===== config.mk =====
export PLATFORM = sky130hd
export DESIGN_NAME = seg7_scan_display
export DESIGN_NICKNAME = d
export VERILOG_FILES = /design/src/rtl/seg7_scan_display.sv
export SDC_FILE = /design/constraint.sdc
export NUM_CORES = 1
export LEC_CHECK = 0
export CORE_MARGIN = 2
export CORE_UTILIZATION = 51
export DETAILED_ROUTE_END_ITERATION = 12
export GPL_TIMING_DRIVEN = 1
export PLACE_DENSITY = 0.86
export SETUP_SLACK_MARGIN = 0.15
export SLEW_MARGIN = 25
export SYNTH_ARGS = -nofsm -noshare
export SYNTH_HDL_FRONTEND = slang
export SYNTH_SLANG_ARGS = --single-unit

===== constraint.sdc =====
create_clock -name i_clk -period 2.5 [get_ports i_clk]
set_input_delay 0.25 -clock i_clk [delete_from_list [all_inputs] [get_ports i_clk]]
set_output_delay 0.25 -clock i_clk [all_outputs]
set_load 0.005 [all_outputs]

===== src/rtl/seg7_scan_display.sv =====
// seg7_scan_display
// Time-multiplexed 8-digit common-anode seven-segment driver. It shows a
// 32-bit word as 8 hex digits, scanning one digit every SCAN_DIV cycles.
// A newly loaded word replaces the displayed word only at a frame boundary,
// so a frame never mixes digits of two different words.

module seg7_scan_display #(
  parameter int SCAN_DIV = 100000
) (
  input  logic        i_clk,
  input  logic        i_rstn,
  input  logic [31:0] i_disp_data,
  input  logic        i_load,
  input  logic        i_blank_lz,
  input  logic [7:0]  i_dp_mask,
  output logic [7:0]  o_disp_an,
  output logic [7:0]  o_disp_seg,
  output logic        o_frame_tick
);

  localparam int CW = $clog2(SCAN_DIV);
  localparam logic [CW-1:0] DIV_LAST = CW'(SCAN_DIV - 1);

  logic [CW-1:0] r_div_cnt;
  logic [2:0]    r_dig;
  logic [31:0]   r_pend;
  logic          r_pend_v;
  logic [31:0]   r_shown;

  logic          w_div_last;
  logic          w_boundary;
  logic [3:0]    w_nibble;
  logic [6:0]    w_seg7;
  logic          w_blank;
  logic [7:0]    w_an;

  assign w_div_last = (r_div_cnt == DIV_LAST);
  assign w_boundary = w_div_last && (r_dig == 3'd7);

  // Digit i sits in nibble i of the displayed word; digit 0 is rightmost.
  assign w_nibble = r_shown[{r_dig, 2'b00} +: 4];

  // A digit is a leading zero when it and every digit to its left are zero.
  // Digit 0 is exempt so that the word 0 still shows a single "0".
  assign w_blank = i_blank_lz && (r_dig != 3'd0) &&
                   ((r_shown >> {r_dig, 2'b00}) == 32'd0);

  assign w_an = w_blank ? 8'hFF : ~(8'b1 << r_dig);

  // Divider: hold each digit for SCAN_DIV cycles, then step to the next one.
  always_ff @(posedge i_clk or negedge i_rstn) begin
    if (!i_rstn) begin
      r_div_cnt <= '0;
      r_dig     <= 3'd0;
    end else if (w_div_last) begin
      r_div_cnt <= '0;
      r_dig     <= r_dig + 3'd1;
    end else begin
      r_div_cnt <= r_div_cnt + 1'b1;
    end
  end

  // Word capture: loads park in the pending register and are promoted only
  // at the frame boundary; a load landing exactly on the boundary bypasses
  // the pending register and discards whatever was waiting there.
  always_ff @(posedge i_clk or negedge i_rstn) begin
    if (!i_rstn) begin
      r_pend   <= 32'd0;
      r_pend_v <= 1'b0;
      r_shown  <= 32'd0;
    end else if (w_boundary) begin
      if (i_load) begin
        r_shown  <= i_disp_data;
        r_pend_v <= 1'b0;
      end else if (r_pend_v) begin
        r_shown  <= r_pend;
        r_pend_v <= 1'b0;
      end
    end else if (i_load) begin
      r_pend   <= i_disp_data;
      r_pend_v <= 1'b1;
    end
  end

  // Hex to active-low segment pattern, bit order {g,f,e,d,c,b,a}.
  always_comb begin
    w_seg7 = 7'h7F;
    case (w_nibble)
      4'h0: w_seg7 = 7'h40;
      4'h1: w_seg7 = 7'h79;
      4'h2: w_seg7 = 7'h24;
      4'h3: w_seg7 = 7'h30;
      4'h4: w_seg7 = 7'h19;
      4'h5: w_seg7 = 7'h12;
      4'h6: w_seg7 = 7'h02;
      4'h7: w_seg7 = 7'h78;
      4'h8: w_seg7 = 7'h00;
      4'h9: w_seg7 = 7'h10;
      4'hA: w_seg7 = 7'h08;
      4'hB: w_seg7 = 7'h03;
      4'hC: w_seg7 = 7'h46;
      4'hD: w_seg7 = 7'h21;
      4'hE: w_seg7 = 7'h06;
      4'hF: w_seg7 = 7'h0E;
      default: w_seg7 = 7'h7F;
    endcase
  end

  // Output registers: everything the board sees comes straight from a flop,
  // one cycle behind the digit index; a blanked digit is driven fully dark.
  always_ff @(posedge i_clk or negedge i_rstn) begin
    if (!i_rstn) begin
      o_disp_an    <= 8'hFF;
      o_disp_seg   <= 8'hFF;
      o_frame_tick <= 1'b0;
    end else begin
      o_disp_an    <= w_an;
      o_disp_seg   <= w_blank ? 8'hFF : {~i_dp_mask[r_dig], w_seg7};
      o_frame_tick <= w_boundary;
    end
  end

endmodule

==> metrics.md <==
| Metric | Value |
|---|---|
| Met3 usage | `4.449%` |
| Reg2Reg Depth | `7` |
| Hpwl dp | `7.278 mm` |
| # setup viols final | `0` |
| H-tree levels | `3` |
| Wire length per cell | `18.53 um` |
| Hold Vio Cnt, Final | `0` |
| IO Port Bufs | `60` |
| Die area | `10810 sq um` |
| Ys flop type | `dfrtp_1` |
| Fillers | `631` |
| Slew Viols, Final | `0` |
| Area Growth Syn to Fin | `29.81%` |
| Min Tclk post-route | `2382 ps` |
| Switching Power | `730.0 uW` |
| Type of destination of the critical path | `flip-flop` |
| Crit share post-route | `95.28%` |
| Synthesized area per cell | `11.74 sq um` |
| Post-route setup TNS | `0 ps` |
| Sw Ratio | `22.08%` |
| Die span in x | `104.0 um` |
| Reg-to-reg slack, setup | `120 ps` |
| Status | `finished, final reports clean` |
| Met2 Use GR | `33.22%` |
| Reg2reg start | `r_div_cnt[12]$_DFF_PN0_` |
| Crit path from | `r_div_cnt[12]$_DFF_PN0_` |
| Core Box Area | `9729 sq um` |
| Drt pass-1 iters | `5` |
| RSZ-0062 raised after global routing | `yes` |
| Power Dens Cells | `499.8 nW/um^2` |
| Clock skew | `12.42 ps` |
| Leakage | `0.002966 uW` |
| Clock buffer depth | `2` |
| Post-route ant nets | `0` |
| CP Data Required Time | `2780 ps` |
| Drc violations | `0` |
| Synthesized flop and latch total | `102` |
| Final #Nets | `575` |
| Critical Path Max Stage Delay | `550 ps` |
| Cts bufs inserted | `9` |
| Internal power | `2576 uW` |
| Post-synth EDFFs | `0` |
| Clk_lat worst skew | `390 ps` |
| Via count | `3815` |
| GR Util All Layers | `20.80%` |
| Peak supply drop | `0.3571 mV` |
| RR Endpoint | `r_pend[18]$_DFFE_PN0P_` |
| Largest net degree at the start of global routing | `40` |
| Critical path class | `reg -> reg` |
| Syn nets | `491` |
| N_diodes | `0` |
| Slowest CP cell | `or4b_4` |
| Gr ovfl total | `0` |
| Clock sink total | `102` |
| Post-synth cell types | `45` |
| Final Cell Area | `6614 sq um` |
| Vias in the first global route | `3638` |
| Max-slew headroom | `66.15%` |
| First-pass GRT wire length | `18.01 mm` |
| Iteration-0 DRC Markers | `233` |
| # Max-Cap Violations | `0` |
| Fmax | `419.8 MHz` |
| M1 GR Usage | `27.87%` |
| Warnings from Yosys | `0` |
| Worst path cell trace | `or4b_4 -> nor4b_4 -> and4_4 -> and2_4 -> or2b_4 -> buf_12 -> mux2_2` |
| Gr busiest metal | `met2` |
| CTS root buf | `clkbuf_8` |
| Sequential share of power | `52.4%` |
| Clk pwr share | `38.2%` |
| Cell count after synthesis | `434` |
| Seq/Total Area, Yosys | `50.49%` |
| Ports | `61` |
| CP Launch Type | `flip-flop` |
| Dpl cell area | `5886 sq um` |
| Initial antenna violation count | `0` |
| Die height | `104.0 um` |
| Routed wire length | `12.14 mm` |
| Hold Crit Class | `in -> async` |
| Arrival time worst endpoint | `2660 ps` |
| Cell area after synthesis | `5095 sq um` |
| CTS tree | `done` |
| Routability congestion estimate | `0.9402` |
| Rows | `36` |
| Clock input transition at the sequential cells of the worst setup and hold paths | `90 ps` |
| Least-Margin Pin Slew | `507.8 ps` |
| Post-synth ARST share | `100.0%` |
| Share of cells above drive strength 1 | `31.61%` |
| Gate power share | `9.4%` |
| Worst-path maximum fanout | `12` |
| Vias per std cell | `5.824` |
| Initial Util | `52.37%` |
synthesized netlist by cell type, types with 2 or more instances:
| library cell | n | area, sq um |
|---|---|---|
| xnor2_1 | 7 | 61.31 |
| mux2i_1 | 36 | 360.4 |
| o21ai_0 | 4 | 20.02 |
| buf_12 | 3 | 60.06 |
| o2111ai_1 | 4 | 35.03 |
| mux2_2 | 2 | 22.52 |
| nor4_1 | 6 | 37.54 |
| xor2_1 | 9 | 78.83 |
| a21oi_1 | 36 | 180.2 |
| clkbuf_1 | 8 | 30.03 |
| inv_1 | 6 | 22.52 |
| nand4_1 | 5 | 31.28 |
| or3_1 | 2 | 12.51 |
| ha_1 | 13 | 162.7 |
| nor3_1 | 4 | 20.02 |
| dfstp_2 | 16 | 420.4 |
| nand3_1 | 15 | 75.07 |
| o211ai_1 | 2 | 15.01 |
| nor4b_1 | 2 | 17.52 |
| a221oi_1 | 2 | 17.52 |
| mux2_4 | 30 | 450.4 |
| nand2_1 | 33 | 123.9 |
| and2_1 | 3 | 18.77 |
| o311ai_0 | 3 | 26.28 |
| dfrtp_1 | 86 | 2152 |
| o221ai_1 | 2 | 17.52 |
| nor2_1 | 56 | 210.2 |
| mux4_2 | 10 | 225.2 |
| nor2b_1 | 2 | 12.51 |
| clkinv_1 | 2 | 7.510 |
| buf_2 | 11 | 55.05 |
logic make-up after synthesis:
logic type	share of synthesized area (%)
AOI/OAI and AO/OA	6.729
xor gates and xnor gates	2.751
adders and majority gates	3.193
buffers and inverters	3.807
DFF	50.49
muxes	20.78
and+or+nand+nor	12.25
routing by layer:
layer | up-vias | share of wire (%) | routed length, um
li1 | 1705 | - | -
met1 | 1896 | 41 | 4935
met2 | 165 | 50 | 6035
met3 | 49 | 5.5 | 672
met4 | 0 | 4.1 | 497
met5 | - | 0 | 0
power groups by stage:
stage / clock (uW) / sequential [uW] / combinational [uW]
after floorplan: 0 / 1750 / 161
after global placement: 0 / 1760 / 286
after detailed placement: 0 / 1760 / 291
after CTS: 1270 / 1730 / 303
after global routing: 1350 / 1740 / 336
final: 1260 / 1730 / 311
placed cells by master (no fill, tap or decap), drive strengths merged, types with 3 or more instances in the layout:
master,n
dfrtp,86
clkdlybuf4s50,58
nor2,56
mux2i,36
a21oi,36
buf,35
nand2,33
mux2,32
dfstp,16
nand3,15
ha,13
clkbuf,13
mux4,10
xor2,9
xnor2,7
inv,7
nor4,6
nand4,5
nor3,4
o21ai,4
and2,4
o2111ai,4
bufinv,3
clkinv,3
o311ai,3
how the worst max path moves through the flow:
| stage | to | slack, ps | cells past startpoint |
|---|---|---|---|
| 2_1_floorplan | r_pend[0]$_DFFE_PN0P_ | 150 | 9 |
| 3_3_place_gp | o_disp_seg[1]$_DFF_PN1_ | 90 | 10 |
| 3_5_place_dp | o_disp_seg[1]$_DFF_PN1_ | 20 | 10 |
| 4_1_cts | r_shown[11]$_DFFE_PN0P_ | 140 | 8 |
| 5_1_grt | r_pend[19]$_DFFE_PN0P_ | 20 | 7 |
| 6_report | r_pend[18]$_DFFE_PN0P_ | 120 | 7 |
critical path, delay by kind of cell, from the launching register on:
kind	cells	cell delay, ps
buf+inv	1	170
mux	1	330
simple gates	5	1380
flops	1	390
per-stage QoR:
stage	utilization (%)	setup WS, ps	hold slack [ps]	power (uW)	instances
2_1_floorplan	-	151.4	-45.59	1916	434
3_3_place_gp	60.49	86.73	252.0	2045	621
3_5_place_dp	60.49	15.26	250.4	2054	621
4_1_cts	64.11	140.9	333.3	3302	642
5_1_grt	67.98	16.84	390.5	3423	655
6_report	67.98	117.9	355.2	3306	655
final cells by class:
type | count | area (sq um) | area share [%]
clock buffers | 10 | 137.6 | 2.081
clock inverters | 5 | 106.4 | 1.608
inverters | 8 | 32.53 | 0.4919
multi-input cells | 300 | 2554 | 38.61
flip-flops and latches | 102 | 2574 | 38.91
well taps | 133 | 166.4 | 2.516
repair buffers | 97 | 1044 | 15.78
state kept, by name (all words and copies together) (netlist names):
name	count
r_div_cnt	17
o_disp_an	8
r_dig	3
o_frame_tick	1
r_pend	32
o_disp_seg	8
r_shown	32
r_pend_v	1
repair_timing:
action	CTS	global route
buffers inserted	3	8
resized for setup	9	55
endpoints found under the setup margin	76	79
hold buffers	1	0
gates cloned	2	5
hold endpoints to repair	37	0
pin swaps	2	9
(Power assumes the default switching activity.)
